## config.mk

```make
export PLATFORM = sky130hd
export DESIGN_NAME = pipe_hazard_ctrl
export DESIGN_NICKNAME = d
export VERILOG_FILES = /design/src/rtl/pipe_hazard_ctrl.sv
export SDC_FILE = /design/constraint.sdc
export NUM_CORES = 1
export LEC_CHECK = 0
export BUFFER_PORTS_ARGS = -buffer_cell sky130_fd_sc_hd__buf_4
export CAP_MARGIN = 40
export CORE_MARGIN = 3
export CORE_UTILIZATION = 31
export CTS_BUF_LIST = sky130_fd_sc_hd__clkbuf_8
export CTS_CLUSTER_DIAMETER = 120
export CTS_CLUSTER_SIZE = 16
export DETAILED_ROUTE_END_ITERATION = 8
export PLACE_DENSITY = 0.78
export SLEW_MARGIN = 20
export SYNTH_ARGS = -nofsm -noshare
export SYNTH_HDL_FRONTEND = slang
export SYNTH_SLANG_ARGS = --single-unit
```

## constraint.sdc

```tcl
create_clock -name sysclk -period 1.6 [get_ports sysclk]
set_clock_uncertainty 0.05 [all_clocks]
set_input_delay 0.16 -clock sysclk [delete_from_list [all_inputs] [get_ports sysclk]]
set_output_delay 0.16 -clock sysclk [all_outputs]
set_load 0.02 [all_outputs]
```

## src/rtl/pipe_hazard_ctrl.sv

```systemverilog
// pipe_hazard_ctrl: load-use stall, taken-branch flush and halt-drain sequencing; PIPE_HAZARD_PERF_EN adds perf counters
module pipe_hazard_ctrl #(
  parameter int OP_W = 6,
  parameter logic [OP_W-1:0] HALT_OP = 6'h3f,
  parameter int RA_W = 5,
  parameter int DRAIN_CYCLES = 3,
  parameter int CNT_W = 32
) (
  input  logic             sysclk,
  input  logic             cpu_reset,
  input  logic             id_valid,
  input  logic [OP_W-1:0]  id_op,
  input  logic [RA_W-1:0]  id_rs,
  input  logic [RA_W-1:0]  id_rt,
  input  logic             id_uses_rs,
  input  logic             id_uses_rt,
  input  logic [RA_W-1:0]  ex_rd,
  input  logic             ex_we,
  input  logic             ex_is_load,
  input  logic             ex_branch_taken,
  output logic             pc_we,
  output logic             ifid_we,
  output logic             ifid_flush,
  output logic             idex_flush,
  output logic             halted,
  output logic [CNT_W-1:0] cycle_cnt,
  output logic [CNT_W-1:0] stall_cnt,
  output logic [CNT_W-1:0] flush_cnt
);
  typedef enum logic [1:0] {RUN, DRAIN, HALTED} state_t;
  state_t state, state_n;
  logic [1:0] dcnt, dcnt_n;
  logic lu, hlt;
  assign lu = id_valid & ex_is_load & ex_we & (ex_rd != '0) &
              ((id_uses_rs & (id_rs == ex_rd)) | (id_uses_rt & (id_rt == ex_rd)));
  assign hlt = id_valid & (id_op == HALT_OP);
  // state and drain counter register
  always_ff @(posedge sysclk)
    if (cpu_reset) begin
      state <= RUN;
      dcnt <= '0;
    end else begin
      state <= state_n;
      dcnt <= dcnt_n;
    end
  // next state and zero-latency pipeline controls; reset forces bubbles everywhere
  always_comb begin
    pc_we = 1'b0;
    ifid_we = 1'b0;
    ifid_flush = 1'b1;
    idex_flush = 1'b1;
    halted = 1'b0;
    state_n = state;
    dcnt_n = dcnt;
    if (!cpu_reset)
      case (state)
        RUN: begin
          pc_we = ex_branch_taken | ~(lu | hlt);
          ifid_we = ex_branch_taken | ~lu;
          ifid_flush = ex_branch_taken | (~lu & hlt);
          idex_flush = ex_branch_taken | lu;
          state_n = (~ex_branch_taken & ~lu & hlt) ? DRAIN : RUN;
          dcnt_n = '0;
        end
        DRAIN: begin
          dcnt_n = dcnt + 2'd1;
          state_n = (dcnt == 2'(DRAIN_CYCLES - 1)) ? HALTED : DRAIN;
        end
        default: halted = 1'b1;
      endcase
  end
`ifdef PIPE_HAZARD_PERF_EN
  // saturating counters, frozen once halted
  always_ff @(posedge sysclk)
    if (cpu_reset) begin
      cycle_cnt <= '0;
      stall_cnt <= '0;
      flush_cnt <= '0;
    end else if (state != HALTED) begin
      if (~&cycle_cnt) cycle_cnt <= cycle_cnt + CNT_W'(1);
      if (state == RUN && lu && !ex_branch_taken && ~&stall_cnt) stall_cnt <= stall_cnt + CNT_W'(1);
      if (state == RUN && ex_branch_taken && ~&flush_cnt) flush_cnt <= flush_cnt + CNT_W'(1);
    end
`else
  assign cycle_cnt = '0;
  assign stall_cnt = '0;
  assign flush_cnt = '0;
`endif
endmodule

```

# After elaboration in Yosys (flattened, before gate mapping)
# Cells that the tools add are included.
word_totals:
  ff_bits: 4
  output_inout_bits: 101
classes:
  n_addsub: 1
  n_eq_ne: 5
  n_mux: 14
  bitwise_logic: 19
  reduce_logical: 4
ops:
  columns: ["op", "count"]
  rows:
  - ["$mux 1", 11]
  - ["$and 1x1->1", 10]
  - ["$eq 5x5->1", 2]
  - ["$pmux 2 s2", 2]
  - ["$eq 6x6->1 const B", 1]
  - ["$or 1x1->1", 6]
  - ["$reduce_bool 5->1", 1]
  - ["$not 1->1", 3]
  - ["$add 2x1->2 const B", 1]
  - ["$eq 2x1->1 const B", 1]
  - ["$eq 2x2->1 const B", 1]
  - ["$logic_not 2->1", 1]
  - ["$mux 2", 1]
  - ["$reduce_bool 2->1", 1]
  - ["$reduce_or 2->1", 1]

# Depth between registers and ports, before layout
logic_depth:
  word_depth: 9
  depth_mapped: 6
  depth_no_buf: 6

# Worst setup path before layout
# No wires, ideal clock.
synth_timing:
  path_kind: "in2out"
  startpoint: "input ex_rd[1]"
  endpoint: "output pc_we"
  arrival_ps: 1391
  required_time_ps: 1390
  path_slack_ps: -1
  path_stages: 4
  n_path_buf: 0
  cell_sequence: "or4_1 -> o2111ai_2 -> nor2_2 -> a211oi_2"
synth_via:
  elab_chain_len: 9
  elab_cells_between_ends: 13
  cone_classes: "2 x eq/ne; 2 x mux; 8 x bitwise; 1 x reduce/logical"
synth_lines:
  columns: ["element", "line_no", "text"]
  rows:
  - ["start: declaration", "17", "input logic [RA_W-1:0] ex_rd,"]
  - ["$eq 5x5->1", "35", "((id_uses_rs & (id_rs == ex_rd)) | (id_uses_rt & (id_rt == ex_rd)));"]
  - ["$and 1x1->1", "35", null]
  - ["$or 1x1->1", "35", null]
  - ["$and 1x1->1 *", "34", "assign lu = id_valid & ex_is_load & ex_we & (ex_rd != '0) &"]
  - ["$or 1x1->1 *", "58", "pc_we = ex_branch_taken | ~(lu | hlt);"]
  - ["$not 1->1 *", "58", null]
  - ["$or 1x1->1 *", "58", null]
  - ["$mux 1 *", "56", "case (state)"]
  - ["$mux 1 *", "55", "if (!cpu_reset)"]
  - ["end: declaration", "21", "output logic pc_we,"]
# Mark *: on every way between the ends. The rest lies on a longest branch, timed or not.

# Worst setup path after layout
layout_timing:
  startpoint: "input ex_rd[3]"
  endpoint: "output pc_we"
# The elaborated chain is that of the path after synthesis.

==> impl_metrics.ini <==
[clocking]
clk_latency_ns = 0.21
cts_buffers = 3
hold_buffers = 0
clk_path_buf_depth = 2
tritoncts = yes
root_buffer = clkbuf_8
numClockSinks = 4
clkTransAtPathRegs_ns = 0.03
htreeDepth = 1

[critical_path]
endpoint_kind = output port
worstPathCellList = buf_6 -> or4_4 -> o2111ai_4 -> nor2_2 -> a211oi_2 -> buf_4
crit_path_start_kind = input pin
cp_slowest_cell = or4_4
cp.arrival_ns = 1.48
critPathMaxFanout = 4
max_stage_delay_ns = 0.53
worstPathRequired_ns = 1.39
critPathKind = in -> out

[logic_synthesis]
synth_cell_type_count = 26
netlist_instances = 151
yosysSeqAreaShare_pct = 7.11
synth.avg_cell_area_um2 = 7.46
async_flop_share_pct = 0
yosys.area.top_type = buf_4
yosys-top-cells-area = buf_4 (64%), xnor2_1 (7.8%), dfxtp_1 (7.1%)
yosysWarnings = 0
yosysTopAreaCellShare_pct = 64.0
syn-cell-area_um2 = 1130
ys.flop_type = dfxtp_1
ys_ff_latch = 4
synth_edf_count = 0

[routing]
drt_iter0_drc = 11
dr.pass1.iters = 4
post_drt_via_cell_ratio = 3.26
drcViolationCount = 0
ant_nets = 0
routedWlPerCell_um = 8.31
drt-total-wl_mm = 1.99
vias = 779

[timing]
fin_ws_ns = -0.0909
finalCritPeriodShare_pct = 106
rsz0062_at_grt = yes
setup_viol = 4
final_hold_viol_count = 0
fin_crit_ns = 1.69
clock.fmax_ghz = 0.591
final_max_slew_viol_count = 0

[cells_and_area]
diodes = 0
register_area_um2 = 80.1
finish.utilization_pct = 35.1
final.fill_count = 381
areaGrowthSynthToFinish_pct = 6.56
multi_input_area_um2 = 694
nets = 225
drive_above_1_share_pct = 25.9

[global_routing]
grt_pass1_vias = 578
overflow = 0
grt_pass1_wl_mm = 2.42
antenna_found_initial = 0
track_usage_pct = 6.96
grt_max_degree = 9

[floorplanning]
die-area_um2 = 4390
io-pin-count = 130
core-area_um2 = 3420
die_w_um = 66.3
start_util_pct = 33.0
die_h_um = 66.3
row_count = 21

[placement]
hpwlAfterDp_mm = 1.79
post-place-ws_ns = -0.202
portBuffers = 33
gp_congestion = 0.627

[power_and_ir_drop]
power.density_nw_per_um2 = 547
leakage_nw = 0.661
ir_drop_uv = 581

[run]
maxCapViolations = 0

[outcome]
status = finished, violations left
violations = negative setup slack

[min_path]
hp-class = in -> reg
## flip-flops by register name, indices dropped and copies added, names as in the netlist
| name | count |
|---|---|
| state | 2 |
| dcnt | 2 |
## area by class of cell
cell class / count / area share (%)
Clock buffer: 3 / 3.44
Inverter: 2 / 0.626
Multi-Input combinational cell: 143 / 57.9
Sequential cell: 4 / 6.67
Tap cell: 46 / 4.80
Timing Repair Buffer: 41 / 26.6
## critical path: cells and delay by family
kind,cells,cell delay [ns]
AO/OA/AOI/OAI,2,0.44
buffers and inverters,2,0.27
AND/OR/NAND/NOR,2,0.61
## layer usage
layer	wire [µm]	GRT usage, %	vias up
li1	-	-	376
met1	559	6.32	332
met2	1040	14.0	71
met3	390	3.40	0
met4	0	0.761	0
met5	0	0	-
## power breakdown
group / internal [W] / leakage [nW] / switching [W] / total [W]
Sequential: 0.000101 / 0.0322 / 0.000000166 / 0.000101
Clock: 0.000160 / 0.0216 / 0.0000461 / 0.000206
Combinational: 0.0000912 / 0.607 / 0.000258 / 0.000349
Total: 0.000352 / 0.661 / 0.000304 / 0.000656
## through the flow
step | hold WS, ns | cells | setup TNS, ns | area [µm²] | total power, W
CTS | 0.109 | 239 | -0.327 | 1200 | 0.000655
detailed placement | 0.328 | 234 | -0.556 | 1110 | 0.000433
floorplan | 0.179 | 246 | -0.00143 | 1480 | 0.000526
global route | 0.118 | 239 | -0.539 | 1200 | 0.000698
finish | 0.115 | 239 | -0.242 | 1200 | 0.000656
global placement | 0.323 | 234 | -0.431 | 1110 | 0.000431
## logic make-up after synthesis
group	share of synthesized area, %
AOI/OAI and AO/OA	7.67
xor gates and xnor gates	7.78
adders and majority gates	1.11
buffers and inverters	65.0
DFF	7.11
other	0.333
and+or+nand+nor	11.0
## Yosys cell counts, types with 2 or more instances
cell type	number
buf_4	96
xnor2_1	10
nor2_1	6
a21oi_1	5
nand2_1	5
dfxtp_1	4
nand4_1	3
inv_1	2
nor2b_1	2
nor3b_1	2
## what timing repair did
item,4_1_cts,5_1_grt
pin swaps,8,1
endpoints found under the setup margin,4,5
gates resized for setup,7,1
setup buffers,2,0
## worst paths after layout
path / from / end / slack, ns / cells after the start
setup reg to reg: dcnt[0] / state[0] / 0.06 / 6
setup / recovery: ex_rd[3] / pc_we / -0.09 / 6
hold reg to reg: dcnt[0] / dcnt[0] / 0.43 / 2
hold / removal: cpu_reset / dcnt[0] / 0.12 / 2
## cells in the final DEF (no fill, tap or decap), drive strengths merged, types with 2 or more instances in the layout
cell type,instances
clkbuf,3
buf,41
inv,2
nor2,7
a21oi,5
nand2,5
dfxtp,4
nor2b,2
conb,96
nor3b,2
xnor2,10
nand4,3
No activity file was read; power rests on OpenSTA's default activity.
